[config.mk]
export PLATFORM = sky130hd
export DESIGN_NAME = spi_exchange_ctrl
export DESIGN_NICKNAME = d
export VERILOG_FILES = /design/src/rtl/spi_exchange_ctrl.sv
export SDC_FILE = /design/constraint.sdc
export NUM_CORES = 1
export LEC_CHECK = 0
export CORE_MARGIN = 4
export CORE_UTILIZATION = 41
export DETAILED_ROUTE_END_ITERATION = 16
export MAX_ROUTING_LAYER = met4
export PLACE_DENSITY = 0.73
export SYNTH_ARGS = -nofsm -noshare
export SYNTH_HDL_FRONTEND = slang
export SYNTH_SLANG_ARGS = --single-unit
export TNS_END_PERCENT = 5
[constraint.sdc]
create_clock -name clk -period 1.2 [get_ports clk]
set_input_delay 0.24 -clock clk [delete_from_list [all_inputs] [get_ports clk]]
set_output_delay 0.24 -clock clk [all_outputs]
set_load 0.005 [all_outputs]
[src/rtl/spi_exchange_ctrl.sv]
// Ping-pong send-buffer controller for the SPI slave PU: selects fill/drain buffers,
// swaps them between NITTA cycles outside SPI frames, and tracks word counts and errors.
module spi_exchange_ctrl #(
    parameter int unsigned BUF_SIZE  = 6,
    parameter int unsigned CNT_WIDTH = 3
) (
    input  logic                 clk,
    input  logic                 rst,
    input  logic                 signal_cycle,
    input  logic                 signal_wr,
    input  logic                 cs_n,
    input  logic                 word_rd,
    input  logic                 err_clr,
    output logic                 buf_sel,
    output logic [1:0]           buf_clr,
    output logic [CNT_WIDTH-1:0] fill_cnt,
    output logic [CNT_WIDTH-1:0] drain_len,
    output logic [CNT_WIDTH-1:0] drain_cnt,
    output logic                 frame_active,
    output logic                 flag_stop,
    output logic                 overflow,
    output logic                 underrun
);

    localparam logic [CNT_WIDTH-1:0] BUF_MAX = CNT_WIDTH'(BUF_SIZE);
    localparam logic [CNT_WIDTH-1:0] CNT_ONE = CNT_WIDTH'(1);

    typedef enum logic [1:0] {
        IDLE   = 2'd0,
        ACTIVE = 2'd1,
        SWAP   = 2'd2
    } state_t;

    state_t                 state_q;
    state_t                 state_d;
    logic                   pending_q;
    logic                   pending_d;
    logic                   prev_cs_n;
    logic                   fall;
    logic                   rise;
    logic                   swap_req;

    logic                   buf_sel_d;
    logic [1:0]             buf_clr_d;
    logic [CNT_WIDTH-1:0]   fill_cnt_d;
    logic [CNT_WIDTH-1:0]   drain_len_d;
    logic [CNT_WIDTH-1:0]   drain_cnt_d;
    logic                   frame_active_d;
    logic                   flag_stop_d;
    logic                   overflow_set;
    logic                   underrun_set;

    assign fall     = prev_cs_n & ~cs_n;
    assign rise     = ~prev_cs_n & cs_n;
    assign swap_req = pending_q | signal_cycle;

    // Next-state and next-output logic
    always_comb begin
        state_d        = state_q;
        pending_d      = pending_q | signal_cycle;
        buf_sel_d      = buf_sel;
        buf_clr_d      = 2'b00;
        fill_cnt_d     = fill_cnt;
        drain_len_d    = drain_len;
        drain_cnt_d    = drain_cnt;
        frame_active_d = frame_active;
        flag_stop_d    = 1'b0;
        overflow_set   = 1'b0;
        underrun_set   = 1'b0;

        // Saturating word accounting on both sides
        if (signal_wr) begin
            if (fill_cnt < BUF_MAX) begin
                fill_cnt_d = fill_cnt + CNT_ONE;
            end else begin
                overflow_set = 1'b1;
            end
        end
        if (word_rd) begin
            if (drain_cnt < drain_len) begin
                drain_cnt_d = drain_cnt + CNT_ONE;
            end else begin
                underrun_set = 1'b1;
            end
        end

        case (state_q)
            IDLE: begin
                if (fall) begin
                    state_d        = ACTIVE;
                    frame_active_d = 1'b1;
                end else if (swap_req && cs_n) begin
                    state_d = SWAP;
                end
            end
            ACTIVE: begin
                if (rise) begin
                    flag_stop_d    = 1'b1;
                    frame_active_d = 1'b0;
                    state_d        = swap_req ? SWAP : IDLE;
                end
            end
            SWAP: begin
                // A write landing in this clk still targets the old fill buffer
                buf_sel_d   = ~buf_sel;
                drain_len_d = fill_cnt_d;
                fill_cnt_d  = '0;
                drain_cnt_d = '0;
                buf_clr_d   = buf_sel ? 2'b01 : 2'b10;
                if (fall) begin
                    state_d        = ACTIVE;
                    frame_active_d = 1'b1;
                end else begin
                    state_d = IDLE;
                end
            end
            default: begin
                state_d = IDLE;
            end
        endcase

        if (state_d == SWAP) begin
            pending_d = 1'b0;
        end
    end

    // State and output registers
    always_ff @(posedge clk) begin
        if (rst) begin
            state_q      <= IDLE;
            pending_q    <= 1'b0;
            prev_cs_n    <= 1'b1;
            buf_sel      <= 1'b0;
            buf_clr      <= 2'b11;
            fill_cnt     <= '0;
            drain_len    <= '0;
            drain_cnt    <= '0;
            frame_active <= 1'b0;
            flag_stop    <= 1'b0;
            overflow     <= 1'b0;
            underrun     <= 1'b0;
        end else begin
            state_q      <= state_d;
            pending_q    <= pending_d;
            prev_cs_n    <= cs_n;
            buf_sel      <= buf_sel_d;
            buf_clr      <= buf_clr_d;
            fill_cnt     <= fill_cnt_d;
            drain_len    <= drain_len_d;
            drain_cnt    <= drain_cnt_d;
            frame_active <= frame_active_d;
            flag_stop    <= flag_stop_d;
            overflow     <= overflow_set | (overflow & ~err_clr);
            underrun     <= underrun_set | (underrun & ~err_clr);
        end
    end

endmodule

* Word-level counts from Yosys, hierarchy flattened
Index checks and enable logic that the tools add are counted.
** Word-level totals
- Register bits after elaboration :: 20
- Bits of input ports :: 7
- Output and inout port bits :: 16
** Operators by class
- $add $sub $neg :: 2
- $lt $le $gt $ge :: 2
- Equality and inequality tests :: 5
- Multiplexer cells :: 18
- Bitwise logic cells :: 12
- Reduce and logical (&&, ||, !) cells :: 9
** Operators with widths (count)
- $mux 2 :: 6
- $mux 1 :: 8
- $reduce_or 2->1 :: 4
- $add 3x1->3 const B :: 2
- $mux 3 :: 2
- $pmux 2 s3 :: 1
- $not 1->1 :: 5
- $and 1x1->1 :: 4
- $eq 2x2->1 const B :: 2
- $lt 3x3->1 :: 1
- $lt 3x3->1 const B :: 1
- $or 1x1->1 :: 3
- $reduce_and 3->1 :: 1
- $eq 2x1->1 const B :: 1
- $logic_not 2->1 :: 1
- $ne 2x1->1 const B :: 1
- $ne 2x2->1 const B :: 1
- $pmux 1 s2 :: 1
- $reduce_and 2->1 :: 1
- $reduce_bool 2->1 :: 1
- $logic_and 1x1->1 :: 1

* Longest topological paths before layout
- Depth after elaboration :: 7
- Mapped depth :: 6
- Depth with buffers taken out :: 6

* Least setup slack after synthesis
Ideal clock, no wire load.
- Path type :: register to register
- Start point :: register drain_len[2]
- End point :: register drain_cnt[1]
- Library setup time :: 0.114 ns
- Data arrival time :: 1.228 ns
- Data required time :: 1.086 ns
- Setup slack :: -0.143 ns
- Stages on the path, launching flop included :: 7
- Buffers on the path :: 0
- Cell sequence :: dfxtp_1 -> inv_1 -> ha_1 -> a21oi_1 -> o211ai_1 -> mux2i_1 -> nor2_1
** On the way
- Word-level cells in the longest chain between the ends :: 2
** RTL lines
- start: declaration :: RTL line 17 : output logic [CNT_WIDTH-1:0] drain_len,
- start signal: assignment :: RTL line 149 : drain_len <= drain_len_d;
- $lt 3x3->1 :: RTL line 80 : if (drain_cnt < drain_len) begin
- $reduce_and 2->1 (no source line)
- end signal: assignment :: RTL line 150 : drain_cnt <= drain_cnt_d;
- end: declaration :: RTL line 18 : output logic [CNT_WIDTH-1:0] drain_cnt,
No other way between the ends.
A chain may end at the register's enable or synchronous reset.

* Worst setup path after layout
- Start point :: register drain_cnt[2]
- End point :: register drain_cnt[1]
** On the way
- Word-level cells in the longest chain between the ends :: 2
** RTL lines (RTL line)
- $lt 3x3->1 :: 80
- $reduce_and 2->1 (no source line)
No other way between the ends.

==> metrics.cfg <==
[outcome]
status = finished, violations left
failed_checks = setup timing

[final_layout]
stdcell_area_um2 = 1310
final_common_cell = buf_4
final_cell_mix = buf_4, nor2_1, dlygate4sd2_1
antenna_cells = 0
post-route-util = 0.720
syn_to_final_growth_pct = 58.5
final_nets = 142
drive_above_1_share = 0.431

[synth]
ys_async_sr_fraction = 0
ys.flop_type = dfxtp_1
ys_seq_area_frac = 0.484
avgSynthCellArea_um2 = 9.62
ys_seq_elements = 20
synthCells = 86
synth_warnings = 0
yosysTopAreaCellShare = 0.484
synth_fp_nets = 97
synth_cell_types = 33
synth_top_area_cell = dfxtp_1
synth-edff-count = 0
synth_area_um2 = 827
synth_area_leaders = dfxtp_1, nor2_1, ha_1, xor2_1, a211oi_1

[hold_path]
worstHoldPathType = reg2reg

[power]
peakVddDrop_uv = 1080
p_leak_nw = 0.607
total_power_w = 0.00153
power.density_nw_per_um2 = 1170

[job]
maxCapViolCount = 0

[clock_network]
cts_made_buffers = 3
cts.sinks = 20
clockBufferDepth = 2
root_buffer = clkbuf_4
path_clk_slew_ns = 0.12
clkLatencyLatePin_ns = 0.30
cts_tree = yes
htree_levels = 1

[worst_setup_path]
worstSetupPathType = reg2reg
worst_ep_required_time_ns = 1.41
cp.arrival_ns = 1.66
start_kind = flop
cp-end-kind = flop
reg2reg_slack_ns = -0.25
worst-path-max-fanout = 2

[timing]
setup_viol_count_final = 7
rsz0062_at_grt = true
holdWs_ns = 0.479
setup_slack_ns = -0.252
finalCritPeriodShare = 1.21
fmax_ghz = 0.689
hold_viol_final = 0
tightestPinTransition_ns = 0.314
period_needed_ns = 1.45
slew_headroom = 0.790
finClkSkew_ns = 0.00515
final-max-slew-violation-count = 0

[placement]
portBuffers = 22
dp_hpwl_um = 1340
dp_worst_setup_slack_ns = -0.257
gp_congestion = 0.757
placed_area_um2 = 1180

[route]
wire_per_inst_um = 13.4
antenna_left = 0
drt-initial-drc-count = 16
viasPerCell = 5.05
num_vias = 783
drt_wl_total_um = 2080
first_pass_iters = 4
post-route-drc-count = 0

[die]
ios = 23
row_count = 15
start_util = 0.454
die_w_um = 52.9
dieHeight_um = 52.9
core-area_um2 = 1820
die_area_um2 = 2800

[global_routing]
grt-ovfl-total = 0
grt_first_pass_wirelength_um = 3370
grt_max_degree = 13
antenna_found_initial = 0
grtUsageTotal = 0.172
grt_pass1_vias = 775

## cells in the mapped netlist (2+ instances only)
cell type and number:
nand2_1 4, a211oi_1 3, o21ai_0 3, xor2_1 3
ha_1 4, nand2b_1 2, a22oi_1 2, o2111ai_1 2
nor2_1 14, inv_1 5, dfxtp_1 20, a21oi_1 3
## per-layer routing
layer,wire [µm],share of wire,global-route usage,vias to the layer above
met5,0,0,-,-
met4,26,0.013,0.0979,0
met3,95,0.046,0.0282,4
met2,945,0.45,0.258,16
met1,1010,0.49,0.219,369
li1,-,-,-,394
## final timing paths
kind                  end  cells past startpoint          from
max reg2reg  drain_cnt[1]                      6  drain_cnt[2]
max          drain_cnt[1]                      6  drain_cnt[2]
min             flag_stop                      1    state_q[1]
min reg2reg     flag_stop                      1    state_q[1]
## power breakdown
part | switching [W] | internal (W)
combinational | 0.000116 | 0.000135
sequential | 0.0000241 | 0.000702
clock | 0.000216 | 0.000338
## per-stage QoR
| stage | instances | setup TNS, ns |
|---|---|---|
| 4_1_cts | 154 | -0.853 |
| 6_report | 155 | -0.959 |
| 3_5_place_dp | 143 | -1.63 |
| 2_1_floorplan | 86 | -0.167 |
| 5_1_grt | 155 | -1.62 |
| 3_3_place_gp | 143 | -1.36 |
## logic make-up (layout without fill, tap and decap cells)
kind of cell	Yosys count	in the layout	synth area share
XOR/XNOR	4	4	0.0424
AND/OR/NAND/NOR	28	28	0.182
AO/OA/AOI/OAI	20	20	0.172
buffers and inverters	9	53	0.0469
adder cells (fa/ha/maj)	4	4	0.0605
multiplexers	1	1	0.0121
flip-flops	20	20	0.484
## timing repair
item                                    4_1_cts  5_1_grt
resized for setup                            38        7
endpoints found under the setup margin       21       14
pin swaps                                     7        2
buffers inserted                              7        1
hold buffers                                  0        0
## layout make-up
class / count / area, µm²
Inverter: 6 / 22.5
Clock buffer: 3 / 22.5
Timing Repair Buffer: 43 / 347
Tap cell: 25 / 31.3
Clock inverter: 1 / 30.0
Fill cell: 157 / 509
Multi-Input combinational cell: 57 / 437
Sequential cell: 20 / 422
## worst max-delay path, cell delays in order, from the launching register on
cell      delay [ns]
dfxtp_2         0.34
buf_6           0.11
ha_4            0.28
nand2_2         0.06
o211ai_1        0.29
mux2i_1         0.22
nor2_1          0.06
## flip-flops by register name, indices dropped and copies added, names as in the netlist, 2 cells and up
| register | flops |
|---|---|
| drain_len | 3 |
| drain_cnt | 3 |
| fill_cnt | 3 |
| state_q | 2 |
| buf_clr | 2 |
No activity file was read; power rests on OpenSTA's default activity.
